$ cat src/rtl/mem_burst_master.sv
`default_nettype none
// +---------------------------------------------------------------------------+
// | mem_burst_master                                                          |
// | Burst read/write initiator for a byte-wide memory with falling-edge       |
// | writes and combinational reads. Optional macro: MEM_BURST_WRAP_EN lets    |
// | bursts wrap past the top address instead of being rejected.               |
// | Revision: 1.0                                                             |
// +---------------------------------------------------------------------------+
module mem_burst_master #(
  parameter int ADDR_W = 8,
  parameter int DATA_W = 8,
  parameter int LEN_W  = 4
) (
  input  logic              clk,
  input  logic              rst_n,
  input  logic              i_cmd_valid,
  output logic              o_cmd_ready,
  input  logic              i_cmd_write,
  input  logic [ADDR_W-1:0] i_cmd_addr,
  input  logic [LEN_W-1:0]  i_cmd_len,
  output logic              o_cmd_err,
  input  logic              i_wr_valid,
  output logic              o_wr_ready,
  input  logic [DATA_W-1:0] i_wr_data,
  output logic              o_rd_valid,
  input  logic              i_rd_ready,
  output logic [DATA_W-1:0] o_rd_data,
  output logic              o_done,
  output logic [ADDR_W-1:0] o_mem_addr,
  output logic [DATA_W-1:0] o_mem_wdata,
  output logic              o_mem_we,
  input  logic [DATA_W-1:0] i_mem_rdata
);

  localparam logic [1:0]        c_IDLE     = 2'd0;
  localparam logic [1:0]        c_READ     = 2'd1;
  localparam logic [1:0]        c_WRITE    = 2'd2;
  localparam logic [LEN_W:0]    c_BEAT_ONE = (LEN_W+1)'(1);
  localparam logic [ADDR_W-1:0] c_ADDR_ONE = ADDR_W'(1);

  logic [1:0]        r_state;
  logic [LEN_W:0]    r_remaining;
  logic [ADDR_W-1:0] r_mem_addr;
  logic [ADDR_W-1:0] r_beat_addr;
  logic [DATA_W-1:0] r_mem_wdata;
  logic              r_mem_we;
  logic              r_rd_valid;
  logic [DATA_W-1:0] r_rd_data;
  logic              r_done;
  logic              r_cmd_err;

  logic              w_cmd_reject;
  logic [LEN_W:0]    w_len_beats;
  logic              w_wr_ready;
  logic              w_wr_fire;
  logic              w_rd_capture;
  logic              w_rd_last;

`ifdef MEM_BURST_WRAP_EN
  assign w_cmd_reject = 1'b0;
`else
  // A burst whose last beat would pass the top address is refused outright.
  localparam logic [ADDR_W:0] c_ADDR_TOP = {1'b0, {ADDR_W{1'b1}}};
  logic [ADDR_W:0] w_cmd_end;
  assign w_cmd_end    = {1'b0, i_cmd_addr} + (ADDR_W+1)'(i_cmd_len);
  assign w_cmd_reject = (w_cmd_end > c_ADDR_TOP);
`endif

  assign w_len_beats  = (LEN_W+1)'(i_cmd_len) + c_BEAT_ONE;
  assign w_wr_ready   = (r_state == c_WRITE) && (r_remaining != '0);
  assign w_wr_fire    = i_wr_valid && w_wr_ready;
  // Capture when the single output slot is free or being drained this edge.
  assign w_rd_capture = (r_state == c_READ) && (r_remaining != '0) &&
                        (!r_rd_valid || i_rd_ready);
  assign w_rd_last    = (r_state == c_READ) && (r_remaining == '0) &&
                        r_rd_valid && i_rd_ready;

  always_ff @(posedge clk or negedge rst_n) begin
    if (!rst_n) begin
      r_state     <= c_IDLE;
      r_remaining <= '0;
      r_mem_addr  <= '0;
      r_beat_addr <= '0;
      r_mem_wdata <= '0;
      r_mem_we    <= 1'b0;
      r_rd_valid  <= 1'b0;
      r_rd_data   <= '0;
      r_done      <= 1'b0;
      r_cmd_err   <= 1'b0;
    end else begin
      r_done    <= 1'b0;
      r_cmd_err <= 1'b0;
      case (r_state)
        c_IDLE: begin
          if (i_cmd_valid) begin
            if (w_cmd_reject) begin
              r_cmd_err <= 1'b1;
            end else begin
              r_state     <= i_cmd_write ? c_WRITE : c_READ;
              r_mem_addr  <= i_cmd_addr;
              r_beat_addr <= i_cmd_addr;
              r_remaining <= w_len_beats;
            end
          end
        end
        c_READ: begin
          if (w_rd_capture) begin
            r_rd_data   <= i_mem_rdata;
            r_rd_valid  <= 1'b1;
            r_mem_addr  <= r_mem_addr + c_ADDR_ONE;
            r_remaining <= r_remaining - c_BEAT_ONE;
          end else if (w_rd_last) begin
            r_rd_valid <= 1'b0;
            r_done     <= 1'b1;
            r_state    <= c_IDLE;
          end
        end
        c_WRITE: begin
          if (r_remaining != '0) begin
            if (w_wr_fire) begin
              r_mem_addr  <= r_beat_addr;
              r_mem_wdata <= i_wr_data;
              r_mem_we    <= 1'b1;
              r_beat_addr <= r_beat_addr + c_ADDR_ONE;
              r_remaining <= r_remaining - c_BEAT_ONE;
            end else begin
              r_mem_we <= 1'b0;
            end
          end else begin
            r_mem_we <= 1'b0;
            r_done   <= 1'b1;
            r_state  <= c_IDLE;
          end
        end
        default: r_state <= c_IDLE;
      endcase
    end
  end

  assign o_cmd_ready = (r_state == c_IDLE);
  assign o_cmd_err   = r_cmd_err;
  assign o_wr_ready  = w_wr_ready;
  assign o_rd_valid  = r_rd_valid;
  assign o_rd_data   = r_rd_data;
  assign o_done      = r_done;
  assign o_mem_addr  = r_mem_addr;
  assign o_mem_wdata = r_mem_wdata;
  assign o_mem_we    = r_mem_we;

endmodule
`default_nettype wire

$ cat config.mk
export PLATFORM = sky130hd
export DESIGN_NAME = mem_burst_master
export DESIGN_NICKNAME = d
export VERILOG_FILES = /design/src/rtl/mem_burst_master.sv
export SDC_FILE = /design/constraint.sdc
export NUM_CORES = 1
export LEC_CHECK = 0
export ABC_AREA = 1
export CAP_MARGIN = 20
export CORE_MARGIN = 2
export CORE_UTILIZATION = 45
export DETAILED_ROUTE_END_ITERATION = 8
export PLACE_DENSITY = 0.87
export SYNTH_ARGS = -nofsm -noshare
export SYNTH_HDL_FRONTEND = slang
export SYNTH_SLANG_ARGS = --single-unit
$ cat constraint.sdc
create_clock -name clk -period 1.4 [get_ports clk]
set_input_delay 0.42 -clock clk [delete_from_list [all_inputs] [get_ports clk]]
set_output_delay 0.42 -clock clk [all_outputs]
set_load 0.02 [all_outputs]
; ---- Word level (Yosys, flattened, before mapping)
; Cells that the tools add are included.
[word_totals]
inputBits = 34
wordCells = 80
reg_bits = 43
output_inout_bits = 30
[classes]
reduce_logical = 21
muxes = 33
magnitude_cmp = 1
n_addsub = 5
eq_ne = 10
[op_table]
columns = operator, n
row1 = $mux 8, 7
row2 = $mux 5, 5
row3 = $pmux 8 s3, 1
row4 = $add 8x1->8 const B, 2
row5 = $pmux 8 s2, 1
row6 = $pmux 5 s3, 1
row7 = $ne 2x2->1 const B, 7
row8 = $mux 2, 6
row9 = $mux 1, 10
row10 = $reduce_and 5->1, 2
row11 = $add 8x4->9, 1
row12 = $gt 9x8->1 const B, 1
row13 = $logic_and 1x1->1, 7
row14 = $pmux 2 s3, 1
row15 = $reduce_and 6->1, 1
row16 = $add 4x1->5 const B, 1
row17 = $logic_not 5->1, 1
row18 = $reduce_bool 5->1, 1
row19 = $sub 5x1->5 const B, 1
row20 = $reduce_and 2->1, 2
row21 = $reduce_bool 2->1, 2
row22 = $reduce_and 3->1, 1
row23 = $reduce_bool 3->1, 1
row24 = $eq 2x1->1 const B, 1
row25 = 6 further kinds, 6

; ---- Longest topological paths before layout
; Gate-level depths: netlist of the first run.
[logic_depth]
word_depth = 7
depth_mapped = 13
mapped_depth_nobuf = 13

; ---- Worst setup path before layout of the first run
; No wires, ideal clock.
[synth_path]
path_kind = input port to flip-flop
start = in i_cmd_addr[0]
end = reg r_beat_addr[5]
arrival_time_ns = 1.643
setup_ns = 0.076
cell_stages = 13
setup_slack_ns = -0.320
path_buffers = 1
cell_sequence = ha_1 inv_1 fa_1 inv_1 nand3_1 nand2_1 nand2_1 nand2_1 inv_1 nand2_4 buf_6 nand2_1 o21ai_1
[synth_via]
elab_chain_len = 4
[synth_rtl]
columns = element, line_no
row1 = "start, declared", 19  ; input logic [ADDR_W-1:0] i_cmd_addr,
row2 = $add 8x4->9, 65  ; assign w_cmd_end = {1'b0, i_cmd_addr} + (ADDR_W+1)'(i_cmd_len);
row3 = $gt 9x8->1, 66  ; assign w_cmd_reject = (w_cmd_end > c_ADDR_TOP);
row4 = $ne 2x2->1 (no source line), -
row5 = $reduce_and 5->1 (no source line), -
row6 = "end signal, assigned", 101  ; r_beat_addr <= i_cmd_addr;
row7 = "end signal, assigned", 124  ; r_beat_addr <= r_beat_addr + c_ADDR_ONE;
row8 = "end, declared", 44  ; logic [ADDR_W-1:0] r_beat_addr;
; Every way passes these cells.
; A chain may end at the register's enable or synchronous reset.

; ---- Final worst setup path of the first run
[layout_path]
start = reg r_remaining[0]
end = reg r_remaining[2]
[layout_via]
elab_chain_len = 5
word_cells_on_any_way = 14
[layout_rtl]
columns = element, line_no
row1 = "start, declared", 42  ; logic [LEN_W:0] r_remaining;
row2 = "start signal, assigned", 102  ; r_remaining <= w_len_beats;
row3 = "start signal, assigned", 111  ; r_remaining <= r_remaining - c_BEAT_ONE;
row4 = "start signal, assigned", 125  ; r_remaining <= r_remaining - c_BEAT_ONE;
row5 = "parallel branches: the longest is 5 deep, another holds $sub 5x1->5", -
; Parallel ways; which one is timed is not known. The select of a mux whose other input is x is not followed.

==> results of run 1 <==
## layer usage
layer	wire, um	part of all wire (%)	global-route usage, %
met1	3730	36	33.6
met2	5250	51	50.1
met3	775	7.5	6.67
met4	614	5.9	18.5
met5	0	0	0
## path summary, 6_finish.rpt
kind                            cells past startpoint           start  slack (ps)        endpoint
worst max register to register                     12  r_remaining[0]        -460  r_remaining[2]
worst min register to register                      1    o_rd_data[4]         520    o_rd_data[4]
worst min-delay path                                2           rst_n          70  o_mem_wdata[5]
min in group clk                                    1    o_rd_data[4]         520    o_rd_data[4]
worst max-delay path                               12  r_remaining[0]        -460  r_remaining[2]
max in group asynchronous                           2           rst_n        1100      r_state[1]
## area by class of cell
type	count	area (sq um)	share of cell area, %
clock buffers	6	72.6	1.64
clock inverters	2	12.5	0.283
inverters	28	118	2.66
multi-input cells	235	1770	40.1
flip-flops and latches	43	1080	24.4
well taps	72	90.1	2.04
repair buffers	137	1270	28.8
## state kept, by name, indices dropped and copies added (netlist names)
register,count
r_beat_addr,8
o_mem_we,1
o_done,1
o_mem_addr,8
r_remaining,5
r_state,2
o_cmd_err,1
o_rd_data,8
o_mem_wdata,8
o_rd_valid,1
## power groups by stage
stage,combinational [mW],clock [mW],sequential [mW]
after global placement,5.38,0,2.26
after floorplan,2.81,0,2.78
after detailed placement,5.59,0,2.28
final,7.82,0.827,2.34
after CTS,6.92,0.801,2.28
after global routing,8.20,0.858,2.40
## critical path: stages, from the launching register on
cell                      delay [ps]
sky130_fd_sc_hd__dfrtp_1         420
sky130_fd_sc_hd__inv_2            90
sky130_fd_sc_hd__ha_4            160
sky130_fd_sc_hd__inv_2            40
sky130_fd_sc_hd__nor2_2          120
sky130_fd_sc_hd__nand2_2         120
sky130_fd_sc_hd__a21oi_4         240
sky130_fd_sc_hd__nor2_4           60
sky130_fd_sc_hd__nand2_4          80
sky130_fd_sc_hd__buf_12          140
sky130_fd_sc_hd__buf_16          130
sky130_fd_sc_hd__nand2_1          90
sky130_fd_sc_hd__nand2_1          90
## stage by stage
stage | instance area, sq um | util [%] | setup slack, ps
3_3_place_gp | 3720 | 67.2 | -920
3_5_place_dp | 3720 | 67.2 | -990
2_1_floorplan | 2670 | - | -247
4_1_cts | 4300 | 77.6 | -360
6_report | 4410 | 79.7 | -458
5_1_grt | 4410 | 79.7 | -499
## logic make-up after synthesis
logic type,Yosys count
AO/OA/AOI/OAI,57
flip-flops,43
adder cells (fa/ha/maj),13
XOR/XNOR,2
buffers and inverters,37
multiplexers,17
AND/OR/NAND/NOR,143
## cells in the final DEF, fill, tap and decap left out, drive strengths merged, types with 3 or more instances in the layout
cell,n
nand2,96
buf,87
dfrtp,43
o21ai,34
inv,28
clkdlybuf4s50,24
nand3,24
a21oi,22
nor2,21
mux2,16
clkdlybuf4s15,16
clkbuf,16
ha,12
or2,3
## repair_timing
action / CTS / global route
pin swaps: 18 / 24
resized for setup: 175 / 72
cloned: 6 / 0
buffers inserted: 16 / 11
hold buffers: 0 / 0
endpoints found under the setup margin: 72 / 60
==> out/qor.yml, run 1 <==
status: "finished with violations"
violations: "setup timing"
dr.first_iter.drc_count: 421
finalHoldWorstSlack_ps: 74.2
finish.net_count: 497
ir_drop_mv: 1.71
clkTransAtPathRegs_ps: 90
final_hold_viol_count: 0
leakagePower_nw: 2.12
route.antenna.remaining_nets: 0
crit_type: "reg2reg"
ctsLongestPathBuffers: 2
ys_async_sr_fraction_pct: 100
final_max_slew_viol_count: 0
finalCriticalPeriod_ps: 1860
startpoint_type: "register"
fraction_of_layout_instances_using_a_drive_strength_above_1_pct: 50.3
synth-warning-count: 0
ys_dominant_reg_cell: "sky130_fd_sc_hd__dfrtp_1"
synth.yosys.seq_area_share_pct: 41.4
cts-buffers-inserted: 5
die_height_um: 80.0
synthesis.nets: 359
synth-seq-cells: 43
die_area_sq_um: 6400
stdcell_count: 523
synth_adder_area_share_pct: 6.55
largest_family_of_logic_cells_by_synthesized_area: "simple AND/OR/NAND/NOR gates"
cp-end-kind: "register"
synth_simple_gate_area_share_pct: 24.9
route.detailed.wl_per_inst_um: 19.8
routed-via-count: 3048
drt-vias-per-instance: 5.83
pwr_density_cell_nw_per_um2: 2490
die-width_um: 80.0
timing.critical_path.fanout_max: 6
syn-mean-instance-area_sq_um: 8.33
gr-total-overflow: 0
initial_utilization_pct: 46.9
p_sw_share_pct: 47.1
grt_pass1_wl_mm: 14.4
post_synth_instance_area_sq_um: 2600
yosysUniqueCellTypes: 32
number_of_global_route_vias_before_repair: 3025
clock_tree.htree_level_count: 2
synthCells: 312
setup_violations: 46
synth_to_final_area_change_pct: 69.9
post_detailed_route_drc_marker_count: 0
layout_worst_path_cycle_share_pct: 133
fin_setup_tns_ps: -13360
fill_count: 320
required_ps: 1650
max_cap_viol_count: 0
wl_mm: 10.4
clock_tree_from_tritoncts: "built"
synth.area.mux_share_pct: 7.32
post-dp-hpwl_mm: 5.22
hp-class: "in2async"
slew_headroom_pct: 75.1
synth_top_area_share_pct: 41.4
synth_compound_gate_area_share_pct: 12.7
antenna_found_initial: 0
dp_cells: 486
synth.area.top_cells: "sky130_fd_sc_hd__dfrtp_1, sky130_fd_sc_hd__nand2_1, sky130_fd_sc_hd__mux2_2"
number_of_inserted_diodes: 0
fin_total_pwr_mw: 11.0
place_congestion: 0.897
internal_power_mw: 5.82
power.switching_mw: 5.17
synth-edff-count: 0
largest_area_contributor_in_the_netlist: "sky130_fd_sc_hd__dfrtp_1"
transition_time_of_the_tightest_slew_check_pin_ps: 370
worst_clock_skew_ps: 6.05
grt_setup_unrepaired: "true"
synth_commonest_cells: "sky130_fd_sc_hd__nand2_1, sky130_fd_sc_hd__dfrtp_1, sky130_fd_sc_hd__inv_1, sky130_fd_sc_hd__a21oi_1, sky130_fd_sc_hd__nand3_1"
clockRootBuffer: "sky130_fd_sc_hd__clkbuf_8"
worst_slack_ps: -458
io_buffer_count: 63
grt_max_degree: 44
pwr-share-clk_pct: 7.5
yosys.area_share.xor_xnor_pct: 0.674
drt_pre_antenna_iters: 5
globalRouteTotalUtil_pct: 29.6
number_of_sinks_on_the_clock_net: 43
floorplan.core_area_sq_um: 5540
max_freq_mhz: 538
worst-endpoint-arrival_ps: 2110
seq_power_share_pct: 21.3
insertion_delay_ps: 310
comb_power_share_pct: 71.2
ioPinCount: 64
synthMostInstantiatedCell: "sky130_fd_sc_hd__nand2_1"
floorplan.rows: 27
Note: power is estimated with default switching activity, not from simulation.
==> inputs of run 2 (changes only) <==
- CTS_CLUSTER_SIZE: unset -> 14
==> results of run 2 <==
Same layout as run 1: the final DEF is identical, and so are final timing and power.
